### config.mk
export PLATFORM = sky130hd
export DESIGN_NAME = udc_mod_counter
export DESIGN_NICKNAME = d
export VERILOG_FILES = /design/src/rtl/udc_pkg.sv /design/src/rtl/udc_seg_dir.sv /design/src/rtl/udc_mod_counter.sv
export SDC_FILE = /design/constraint.sdc
export NUM_CORES = 1
export LEC_CHECK = 0
export ABC_AREA = 1
export CAP_MARGIN = 20
export CELL_PAD_IN_SITES_DETAIL_PLACEMENT = 0
export CELL_PAD_IN_SITES_GLOBAL_PLACEMENT = 1
export CORE_UTILIZATION = 25
export CTS_BUF_LIST = sky130_fd_sc_hd__clkbuf_4
export CTS_CLUSTER_DIAMETER = 60
export DETAILED_ROUTE_END_ITERATION = 10
export GPL_TIMING_DRIVEN = 1
export PLACE_DENSITY_LB_ADDON = 0.1
export SYNTH_ARGS = -nofsm -noshare
export SYNTH_HDL_FRONTEND = slang
export SYNTH_SLANG_ARGS = --single-unit
### constraint.sdc
create_clock -name clk -period 2.3 [get_ports clk]
set_input_delay 0.46 -clock clk [delete_from_list [all_inputs] [get_ports clk]]
set_output_delay 0.46 -clock clk [all_outputs]
set_load 0.02 [all_outputs]
### src/rtl/udc_pkg.sv
// udc_pkg: shared state encoding and direction-indicator segment patterns
package udc_pkg;
  localparam logic [1:0] IDLE = 2'd0;
  localparam logic [1:0] UP   = 2'd1;
  localparam logic [1:0] DOWN = 2'd2;
  localparam logic [1:0] TURN = 2'd3;
  localparam logic [6:0] SEG_UP    = 7'b0111110;
  localparam logic [6:0] SEG_DOWN  = 7'b0111101;
  localparam logic [6:0] SEG_BLANK = 7'b1111111;
endpackage

### src/rtl/udc_seg_dir.sv
// udc_seg_dir: maps a counter state to its direction-indicator segment pattern
module udc_seg_dir
  import udc_pkg::*;
(
  input  logic [1:0] state,
  output logic [6:0] seg
);
  // only the two running states light an arrow; IDLE and TURN stay blank
  always_comb seg = state == UP ? SEG_UP : state == DOWN ? SEG_DOWN : SEG_BLANK;
endmodule

### src/rtl/udc_mod_counter.sv
// udc_mod_counter: modulo-(MAX+1) up/down counter with turn-around FSM, wrap or saturate
module udc_mod_counter
  import udc_pkg::*;
#(
  parameter int WIDTH = 4,
  parameter int MAX   = 2**WIDTH-1,
  parameter bit SAT   = 1'b0
) (
  input  logic             clk,
  input  logic             rst_n,
  input  logic             en,
  input  logic             dir,
  input  logic             load,
  input  logic [WIDTH-1:0] load_val,
  output logic [WIDTH-1:0] out,
  output logic             tc,
  output logic [6:0]       seg,
  output logic             digit
);
  localparam logic [WIDTH-1:0] MAXV = MAX[WIDTH-1:0];
  logic [WIDTH-1:0] out_q, out_d, nxt;
  logic [1:0]       state_q, state_d;
  logic [6:0]       seg_q, seg_d;
  logic             tc_q, tc_d, orig_q, orig_d;
  logic             stepping, turning, lim;
  // next count, terminal flag and state; orig remembers the direction a TURN came from
  always_comb begin
    stepping = state_q == IDLE || (state_q == UP && dir) || (state_q == DOWN && !dir) ||
               (state_q == TURN && dir != orig_q);
    turning  = (state_q == UP && !dir) || (state_q == DOWN && dir);
    lim      = dir ? out_q == MAXV : out_q == '0;
    nxt      = dir ? (lim ? (SAT ? MAXV : '0) : out_q + 1'b1)
                   : (lim ? (SAT ? '0 : MAXV) : out_q - 1'b1);
    out_d    = load ? (load_val > MAXV ? MAXV : load_val) : (en && stepping) ? nxt : out_q;
    tc_d     = !load && en && stepping && lim;
    state_d  = (load || !en) ? IDLE : turning ? TURN : dir ? UP : DOWN;
    orig_d   = (!load && en && turning) ? !dir : orig_q;
  end
  udc_seg_dir u_seg (
    .state(state_d),
    .seg  (seg_d)
  );
  // all outputs registered; reset blanks the display and aborts any step or turn
  always_ff @(posedge clk or negedge rst_n) begin
    if (!rst_n) begin
      out_q   <= '0;
      tc_q    <= 1'b0;
      seg_q   <= SEG_BLANK;
      state_q <= IDLE;
      orig_q  <= 1'b0;
    end else begin
      out_q   <= out_d;
      tc_q    <= tc_d;
      seg_q   <= seg_d;
      state_q <= state_d;
      orig_q  <= orig_d;
    end
  end
  assign out   = out_q;
  assign tc    = tc_q;
  assign seg   = seg_q;
  assign digit = 1'b1;
endmodule
==> results.sh <==
export IMPL_status="finished clean"
export IMPL_synth_edff_count=0
export IMPL_cts_buffers=3
export IMPL_fin_tns_setup_ns=0
export IMPL_synthFlopType="dfrtp_1"
export IMPL_detail_route_antenna_nets=0
export IMPL_grt_use_met1_pct=13.4
export IMPL_final_common_cell="nand2_1"
export IMPL_total_power_w=0.000583
export IMPL_clk_pin_slew_ns=0.08
export IMPL_grt_overflow=0
export IMPL_path_buf_inv=1
export IMPL_pwr_density_cell_mw_per_mm2=586
export IMPL_switching_share_pct=37.2
export IMPL_min_period_over_period_pct=85.8
export IMPL_diodes=0
export IMPL_fmax_ghz=0.507
export IMPL_critical_path_required_ns=1.84
export IMPL_synth_top_cell_area_share_pct=25.1
export IMPL_via_per_inst=3.98
export IMPL_wirelength_um=1700
export IMPL_finalSetupViolCount=0
export IMPL_placementRows=20
export IMPL_cap_violations=0
export IMPL_postLayoutCellArea_um2=995
export IMPL_ios=22
export IMPL_cp_data_arrival_time_ns=1.51
export IMPL_cts_resized=0
export IMPL_yosys_top_cells_area="dfrtp_1 (25%), nand2_1 (12%), dfstp_2 (9.9%), nand3_1 (6.9%), ha_1 (6.3%)"
export IMPL_rsz0062_at_grt="false"
export IMPL_routedWlPerCell_um=10.4
export IMPL_gp_congestion=0.707
export IMPL_max_stage_delay_ns=0.68
export IMPL_ctsHoldBuffers=0
export IMPL_htreeDepth=1
export IMPL_crit_path_end_kind="output pin"
export IMPL_hold_violations=0
export IMPL_cts_sinks=11
export IMPL_dr_pass1_iters=4
export IMPL_placed_area_um2=967
export IMPL_finalNetCount=134
export IMPL_mostFrequentLayoutCells="nand2_1 (26), clkdlybuf4s50_1 (16), inv_1 (13)"
export IMPL_clock_latency_ns=0.27
export IMPL_p_leak_nw=0.486
export IMPL_yosysWarnings=0
export IMPL_seqPwrFrac_pct=42.5
export IMPL_drive_gt1_share_pct=17.5
export IMPL_die_x_um=58.5
export IMPL_synth_cells=104
export IMPL_critPathTopFamily="buffers and inverters"
export IMPL_finalClockSkew_ns=0.00925
export IMPL_grt_pass1_vias=665
export IMPL_yosysTopAreaCell="dfrtp_1"
export IMPL_critical_path_class="reg -> out"
export IMPL_min_period_ns=1.97
export IMPL_cts_buffer_depth=2
export IMPL_initialDrtViolationCount=15
export IMPL_synth_cell_type_count=26
export IMPL_slew_violations=0
export IMPL_dp_slack_ns=0.389
export IMPL_seq_area_frac_synth_pct=35.0
export IMPL_remaining_drc_errors=0
export IMPL_top_usage_layer="met2"
export IMPL_cts_setup_buffers=0
export IMPL_synth_async_reset_ratio_pct=100
export IMPL_cts_root_buf="clkbuf_4"
export IMPL_p_switching_w=0.000217
export IMPL_vias=652
export IMPL_syn_to_final_growth_pct=24.6
export IMPL_fp_coreArea_mm2=0.00305
export IMPL_r2r_slack_ns=0.87
export IMPL_timing_hold_ws_ns=0.526
export IMPL_pwr_share_comb_pct=34.6
export IMPL_slew_headroom_pct=65.4
export IMPL_place_port_buffers=16
export IMPL_met2_usage_pct=20.5
export IMPL_initial_core_util_pct=26.1
export IMPL_intPower_w=0.000366
export IMPL_cp_cell_sequence="clkdlybuf4s50_1"
export IMPL_grt_antenna_before_repair=0
export IMPL_setup_ws_ns=0.328
export IMPL_synth_area_um2=798
export IMPL_dieArea_mm2=0.00342
export IMPL_hold_path_class="in -> async"
export IMPL_grt_max_degree=12
export IMPL_clockPowerShare_pct=22.8
export IMPL_avgSynthCellArea_um2=7.68
export IMPL_grt_pass1_wl_um=2950
export IMPL_worst_slew_pin_slew_ns=0.517
export IMPL_peakVddDrop_uv=231
export IMPL_met3_usage_pct=3.96
export IMPL_crit_fanout=10
export IMPL_cts_tree="done"
export IMPL_die_h_um=58.5
export IMPL_slowest_stage="clkdlybuf4s50_1"
export IMPL_worst_setup_path_start_kind="flip-flop"
export IMPL_place_hpwl_um=1340
export IMPL_yosys_register_bits=11
export IMPL_grt_usage_pct=11.3
## sequential cells by signal, summed over array words and instances (netlist names)
register / count
tc: 1
orig_q: 1
out: 4
state_q: 2
seg: 3
## per-stage QoR
stage               utilization (%)  instances
finish                         32.6        164
global route                   32.6        164
CTS                            32.6        164
detailed placement             31.7        160
global placement               31.7        160
floorplan                         -        108
## final cells by class
class | instances | area, µm²
Sequential cell | 11 | 279
Clock buffer | 3 | 22.5
Clock inverter | 1 | 5.00
Fill cell | 356 | 2060
Tap cell | 44 | 55.1
Multi-Input combinational cell | 73 | 410
Timing Repair Buffer | 16 | 160
Inverter | 16 | 62.6
## cell usage after synthesis (2+ instances only)
master and n:
nand4_1 3, a21oi_2 2, inv_2 2, nand2_2 2, o21ai_0 2, nand3_2 3
inv_1 13, nand2_1 26, nor2_1 7, nand3_1 11, dfrtp_1 8, dfstp_2 3
buf_4 6, ha_1 4
## cells by family (layout without fill, tap and decap cells)
group,after synthesis,count (layout),share of synthesized area [%]
flops,11,11,35.0
compound gates,8,8,7.99
other cells,1,5,0.470
fa+ha+maj,4,4,6.27
xor+xnor,1,1,1.10
simple gates,55,55,33.7
buf+inv,24,36,15.5
## final timing paths
check / startpoint / endpoint / depth (start not counted)
setup / recovery: out[2]$_DFFE_PN0P_ / out[2] / 1
hold / removal: rst_n / tc$_DFF_PN0_ / 1
hold reg to reg: orig_q$_DFFE_PN0P_ / orig_q$_DFFE_PN0P_ / 2
setup reg to reg: out[0]$_DFFE_PN0P_ / out[3]$_DFFE_PN0P_ / 10
min in group clk: orig_q$_DFFE_PN0P_ / orig_q$_DFFE_PN0P_ / 2
max in group asynchronous: rst_n / seg[6]$_DFF_PN1_ / 1
## routing by layer
layer / up-vias / wire (µm)
met5: - / 0
met4: 0 / 0
met3: 0 / 60
met2: 11 / 818
met1: 291 / 822
li1: 350 / -
## power by group through the flow
| stage | combinational (W) | sequential [W] | clock [W] |
|---|---|---|---|
| floorplan | 0.000133 | 0.000258 | 0 |
| global placement | 0.000207 | 0.000252 | 0 |
| detailed placement | 0.000204 | 0.000253 | 0 |
| CTS | 0.000205 | 0.000249 | 0.000143 |
| global route | 0.000227 | 0.000253 | 0.000153 |
| finish | 0.000202 | 0.000248 | 0.000133 |
Power figures use the tool's default switching activity.
